`config.mk`:
```
export PLATFORM = sky130hd
export DESIGN_NAME = imem_program_loader
export DESIGN_NICKNAME = d
export VERILOG_FILES = /design/src/rtl/imem_program_loader.sv
export SDC_FILE = /design/constraint.sdc
export NUM_CORES = 1
export LEC_CHECK = 0
export CORE_ASPECT_RATIO = 1.4
export CORE_MARGIN = 10
export CORE_UTILIZATION = 54
export CTS_BUF_LIST = sky130_fd_sc_hd__clkbuf_16
export DETAILED_ROUTE_END_ITERATION = 8
export GPL_TIMING_DRIVEN = 1
export PLACE_DENSITY = 0.91
export SLEW_MARGIN = 10
export SYNTH_ARGS = -nofsm -noshare
export SYNTH_HDL_FRONTEND = slang
export SYNTH_SLANG_ARGS = --single-unit
export TNS_END_PERCENT = 30
```
`constraint.sdc`:
```
create_clock -name clock -period 2.6 [get_ports clock]
set_input_delay 0.52 -clock clock [delete_from_list [all_inputs] [get_ports clock]]
set_output_delay 0.52 -clock clock [all_outputs]
set_load 0.02 [all_outputs]
```
`src/rtl/imem_program_loader.sv`:
```
// -----------------------------------------------------------------------------
// imem_program_loader
//
// Writer-side companion to the processor instruction memory. A program image
// arrives as a byte stream over a valid/ready handshake:
//
//     LEN_HI, LEN_LO             16-bit word count N, not part of the checksum
//     4*N data bytes             big-endian words, written from address 0 upward
//     CSUM (optional)            XOR of every data byte
//
// The processor is held in reset until an image has loaded completely and
// correctly.
//
// Build option:
//     LOADER_CSUM_EN  defined   a trailing checksum byte is expected and checked
//                     undefined no checksum byte; ERR is reachable only through
//                               the length check
//
// Ports:
//     clock          rising-edge system clock
//     reset          asynchronous active-low reset
//     start          one-cycle pulse; begins a load from IDLE, DONE or ERR
//     in_valid       source has a byte on in_data
//     in_data        stream byte
//     in_ready       loader accepts in_data this cycle
//     address_imem   imem write word address
//     data_imem      imem write data
//     wren_imem      imem write enable, one cycle per word
//     proc_reset     active-high processor reset; high until a successful load
//     busy           high while a load is in progress
//     done           high once the image has loaded
//     error          high after a rejected image
//     words_loaded   number of words written in the current load
// -----------------------------------------------------------------------------
module imem_program_loader #(
    parameter int ADDR_WIDTH = 12,
    parameter int LEN_WIDTH  = 16
) (
    input  logic                  clock,
    input  logic                  reset,
    input  logic                  start,
    input  logic                  in_valid,
    input  logic [7:0]            in_data,
    output logic                  in_ready,
    output logic [ADDR_WIDTH-1:0] address_imem,
    output logic [31:0]           data_imem,
    output logic                  wren_imem,
    output logic                  proc_reset,
    output logic                  busy,
    output logic                  done,
    output logic                  error,
    output logic [LEN_WIDTH-1:0]  words_loaded
);

    typedef enum logic [2:0] {
        S_IDLE,
        S_LEN_HI,
        S_LEN_LO,
        S_DATA,
        S_CSUM,
        S_DONE,
        S_ERR
    } state_t;

    // Largest legal word count: the full imem capacity.
    localparam logic [32:0] CAPACITY = 33'd1 << ADDR_WIDTH;

    state_t               state_q;
    state_t               state_d;
    logic [7:0]           len_hi_q;
    logic [LEN_WIDTH-1:0] length_q;
    logic [1:0]           byte_idx_q;
    logic [23:0]          word_acc_q;
`ifdef LOADER_CSUM_EN
    logic [7:0]           csum_q;
`endif

    logic                 accept;
    logic                 load_begin;
    logic                 last_word;
    logic [15:0]          len_full;

    // Header length as it becomes complete on the LEN_LO byte.
    assign len_full   = {len_hi_q, in_data};
    assign last_word  = (words_loaded + LEN_WIDTH'(1)) == length_q;
    assign load_begin = start && (state_q == S_IDLE || state_q == S_DONE || state_q == S_ERR);

    // In the checksum-less build the final write lands in the first DONE
    // cycle, so the processor is released only once that write has gone out.
    assign proc_reset = !(state_q == S_DONE && !wren_imem);

    always_ff @(posedge clock or negedge reset) begin
        if (!reset) begin
            state_q <= S_IDLE;
        end else begin
            state_q <= state_d;
        end
    end

    always_comb begin
        state_d  = state_q;
        in_ready = 1'b0;
        busy     = 1'b0;
        done     = 1'b0;
        error    = 1'b0;
        case (state_q)
            S_IDLE: begin
                if (start) state_d = S_LEN_HI;
            end
            S_LEN_HI: begin
                in_ready = 1'b1;
                busy     = 1'b1;
                if (in_valid) state_d = S_LEN_LO;
            end
            S_LEN_LO: begin
                in_ready = 1'b1;
                busy     = 1'b1;
                if (in_valid) begin
                    if (33'(len_full) > CAPACITY) begin
                        state_d = S_ERR;
                    end else if (len_full == 16'd0) begin
`ifdef LOADER_CSUM_EN
                        state_d = S_CSUM;
`else
                        state_d = S_DONE;
`endif
                    end else begin
                        state_d = S_DATA;
                    end
                end
            end
            S_DATA: begin
                in_ready = 1'b1;
                busy     = 1'b1;
                if (in_valid && byte_idx_q == 2'd3 && last_word) begin
`ifdef LOADER_CSUM_EN
                    state_d = S_CSUM;
`else
                    state_d = S_DONE;
`endif
                end
            end
            S_CSUM: begin
                in_ready = 1'b1;
                busy     = 1'b1;
`ifdef LOADER_CSUM_EN
                if (in_valid) state_d = (in_data == csum_q) ? S_DONE : S_ERR;
`else
                state_d = S_ERR;
`endif
            end
            S_DONE: begin
                done = 1'b1;
                if (start) state_d = S_LEN_HI;
            end
            S_ERR: begin
                error = 1'b1;
                if (start) state_d = S_LEN_HI;
            end
            default: state_d = S_IDLE;
        endcase
    end

    assign accept = in_valid && in_ready;

    // Byte assembly, checksum and the imem write port.
    always_ff @(posedge clock or negedge reset) begin
        if (!reset) begin
            len_hi_q     <= '0;
            length_q     <= '0;
            byte_idx_q   <= '0;
            word_acc_q   <= '0;
`ifdef LOADER_CSUM_EN
            csum_q       <= '0;
`endif
            wren_imem    <= 1'b0;
            address_imem <= '0;
            data_imem    <= '0;
            words_loaded <= '0;
        end else begin
            wren_imem <= 1'b0;
            if (load_begin) begin
                words_loaded <= '0;
                byte_idx_q   <= '0;
`ifdef LOADER_CSUM_EN
                csum_q       <= '0;
`endif
            end
            if (accept) begin
                case (state_q)
                    S_LEN_HI: len_hi_q <= in_data;
                    S_LEN_LO: length_q <= LEN_WIDTH'(len_full);
                    S_DATA: begin
                        word_acc_q <= {word_acc_q[15:0], in_data};
                        byte_idx_q <= byte_idx_q + 2'd1;
`ifdef LOADER_CSUM_EN
                        csum_q     <= csum_q ^ in_data;
`endif
                        // Fourth byte completes the word: write it at the
                        // current count and advance the count on the same edge.
                        if (byte_idx_q == 2'd3) begin
                            wren_imem    <= 1'b1;
                            address_imem <= words_loaded[ADDR_WIDTH-1:0];
                            data_imem    <= {word_acc_q, in_data};
                            words_loaded <= words_loaded + LEN_WIDTH'(1);
                        end
                    end
                    default: ;
                endcase
            end
        end
    end

endmodule

```
==> run metrics <==
H-tree depth 4; post-synthesis async set-or-reset flop share between 90% and 100%; GPL Wtd Cong 0.991; Lkg Pwr 3.20 nW; clk root buf clkbuf_16; Row Count 42; Clock Skew roughly 8.0 ps; placed cell count 739; final max-slew violation count 0; Synth top area share between 50% and 60%; Final WS setup around 130 ps; Final Instance Count excl. Fillers 771; Synth Register Bits ~110; worst hold path class in2async; number of filler cells placed in the layout approximately 670; Ports just under 80; cts hold-fix bufs 0; die height approximately 140 microns; sequential cell area about 0.0029 sq mm; top post-synthesis cells by area dfrtp_1 (55%), nand2_1 (16%), mux2_2 (5.2%); DRC viols 0; Core Box Area around 0.0095 sq mm; # resized after CTS 0; Pwr Density between 900 and 1000 mW/mm^2; status completed; Area Overhead vs Synth 29.3%; largest net degree at the start of global routing between 40 and 50; final hold violation count 0; Synth Flop Type dfrtp_1; Worst-Skew Late Latency around 420 ps; vias in the first global route ~4,600; CP Launch Type flip-flop; RSZ-0062 raised after global routing false; critical path capture point type primary output; Port Buffers 77; CTS tree built; setup_tns 0 ps; Post-DRT Antenna Nets 0; fmax 0.405 GHz; layout cell share with drive strength beyond 1 about 12%; Post-Route WL between 10 and 15 mm; Initial Util between 50% and 60%; initial antenna violation count 0; Slew @ Worst Pin ~610 ps; period utilisation layout 94.9%; syn avg cell area 9.19 sq um; Final Power between 6 and 7 mW; critical path's slowest cell clkdlybuf4s50_1; Post-Synthesis Cells ~570; post-synthesis sequential area ratio 54.8%; CTS Buffer Depth 2; placed inst area 0.00613 sq mm; crit path kind reg2out; CTS Sinks about 110; Detailed Routing Iterations Pass 1 5; hpwl dp roughly 9.6 mm; vias per std cell around 5.8; average routed wire per standard cell between 15 and 20 microns; CP Cell Sequence nor2_1, xnor2_1, clkdlybuf4s50_1; Max-cap violations 0; post-synth net total 580; starting DRC count in detailed routing 334; Ant. Diodes 0; EDFF count, synth 0; Mapped Area around 0.0052 sq mm; grt total ovfl 0; Die Wd between 100 and 150 microns; # setup viols final 0; pre-CTS setup slack roughly 170 ps; Cell variety after synth 50; max incr delay on CP ~640 ps; Yosys top cell by area dfrtp_1; die area approximately 0.014 sq mm; relative slew slack 59.1%; CP required 2080 ps; Post-CTS Setup Repair Bufs 0; Final min period between 2000 and 2500 ps; post-route cell area approximately 0.0067 sq mm; area occupied by multi-input gates ~0.0022 sq mm; via total after detailed routing ~4,400; yosys warns 0; Clock transition at path regs approximately 60 ps; Total GRT Usage between 20% and 30%; TritonCTS Buffers 17; worst-path fanout max 11; CP arrival approximately 2000 ps; final-stage net count 662; first-pass GRT wire length about 23 mm; Peak VDD IR approximately 0.66 mV
==> registers in the layout, summed over array words and instances (netlist names) <==
signal        count
data_imem        32
word_acc_q       24
length_q         16
words_loaded     16
address_imem     12
len_hi_q          8
state_q           3
byte_idx_q        2
wren_imem         1
==> cells in the final DEF, fill, tap and decap left out, drive strengths merged, types with 3 or more instances in the layout <==
cell	instances
mux2	24
and3	4
clkdlybuf4s50	76
o31ai	7
nand3b	3
nor3	4
dfrtp	114
or3	5
clkbuf	17
nor2	32
inv	11
o41ai	4
nand2b	3
clkinv	5
xnor2	10
nand2	220
nand4	8
xor2	8
mux2i	3
o21ai	29
clkinvlp	3
nor2b	5
buf	18
nor4	7
nand3	9
a21oi	4
bufinv	3
a31oi	5
==> worst max-delay path: cells and delay by family (launching register included) <==
family | cells | cell delay [ps]
flops | 1 | 490
buf+inv | 1 | 640
simple gates | 1 | 240
xor+xnor | 1 | 160
==> cells in the mapped netlist (4+ instances only) <==
master    instances
xor2_1            8
nand2_1         220
nor2b_1           5
or3_1             5
nand3_1           8
buf_2             9
o31ai_1           7
clkbuf_1         17
a31oi_1           5
nand4_1           7
nor4_1            5
dfrtp_1         114
o41ai_1           4
a21oi_1           4
o21ai_0          28
and3_1            4
xnor2_1          10
inv_1             7
nor2_1           32
buf_1             4
mux2_2           24
==> logic make-up after synthesis <==
group	synth area share (%)
adders and majority gates	0.481
buffers and inverters	3.03
xor gates and xnor gates	3.03
AOI/OAI and AO/OA	7.58
DFF	54.8
and+or+nand+nor	25.3
muxes	5.77
==> path summary, 6_finish.rpt <==
| path | cells past startpoint | from | to | slack [ps] |
|---|---|---|---|---|
| setup / recovery | 3 | state_q[0] | busy | 130 |
| hold / removal | 1 | reset | data_imem[3] | 130 |
| min in group clock | 2 | address_imem[8] | address_imem[8] | 470 |
| hold reg to reg | 2 | address_imem[8] | address_imem[8] | 470 |
| setup reg to reg | 7 | words_loaded[2] | state_q[1] | 280 |
| max in group asynchronous | 2 | reset | address_imem[3] | 1680 |
==> through the flow <==
stage	hold slack, ps	utilization [%]
after floorplan	224	-
after global placement	455	64.8
after detailed placement	462	64.8
after CTS	147	71.1
after global routing	175	71.1
final	126	71.1
==> layer usage <==
metal | vias up | wire length (microns) | GRT usage, %
met4 | 0 | 414 | 10.1
met5 | - | 0 | 0
met3 | 42 | 1070 | 6.00
li1 | 2038 | - | -
met1 | 2187 | 5190 | 23.4
met2 | 173 | 7120 | 34.9
==> final cells by class <==
cell class,count,area share (%)
clock inverters,15,2.49
well taps,110,2.05
inverters,7,0.391
multi-input cells,414,32.6
repair buffers,94,13.7
flip-flops and latches,114,42.4
clock buffers,17,6.32
==> where the power goes <==
group	leakage [nW]	internal (mW)	switching [mW]	total (mW)
clock	0.287	1.50	0.823	2.32
sequential	1.51	2.21	0.399	2.61
combinational	1.40	0.752	0.839	1.59
(Power assumes the default switching activity.)
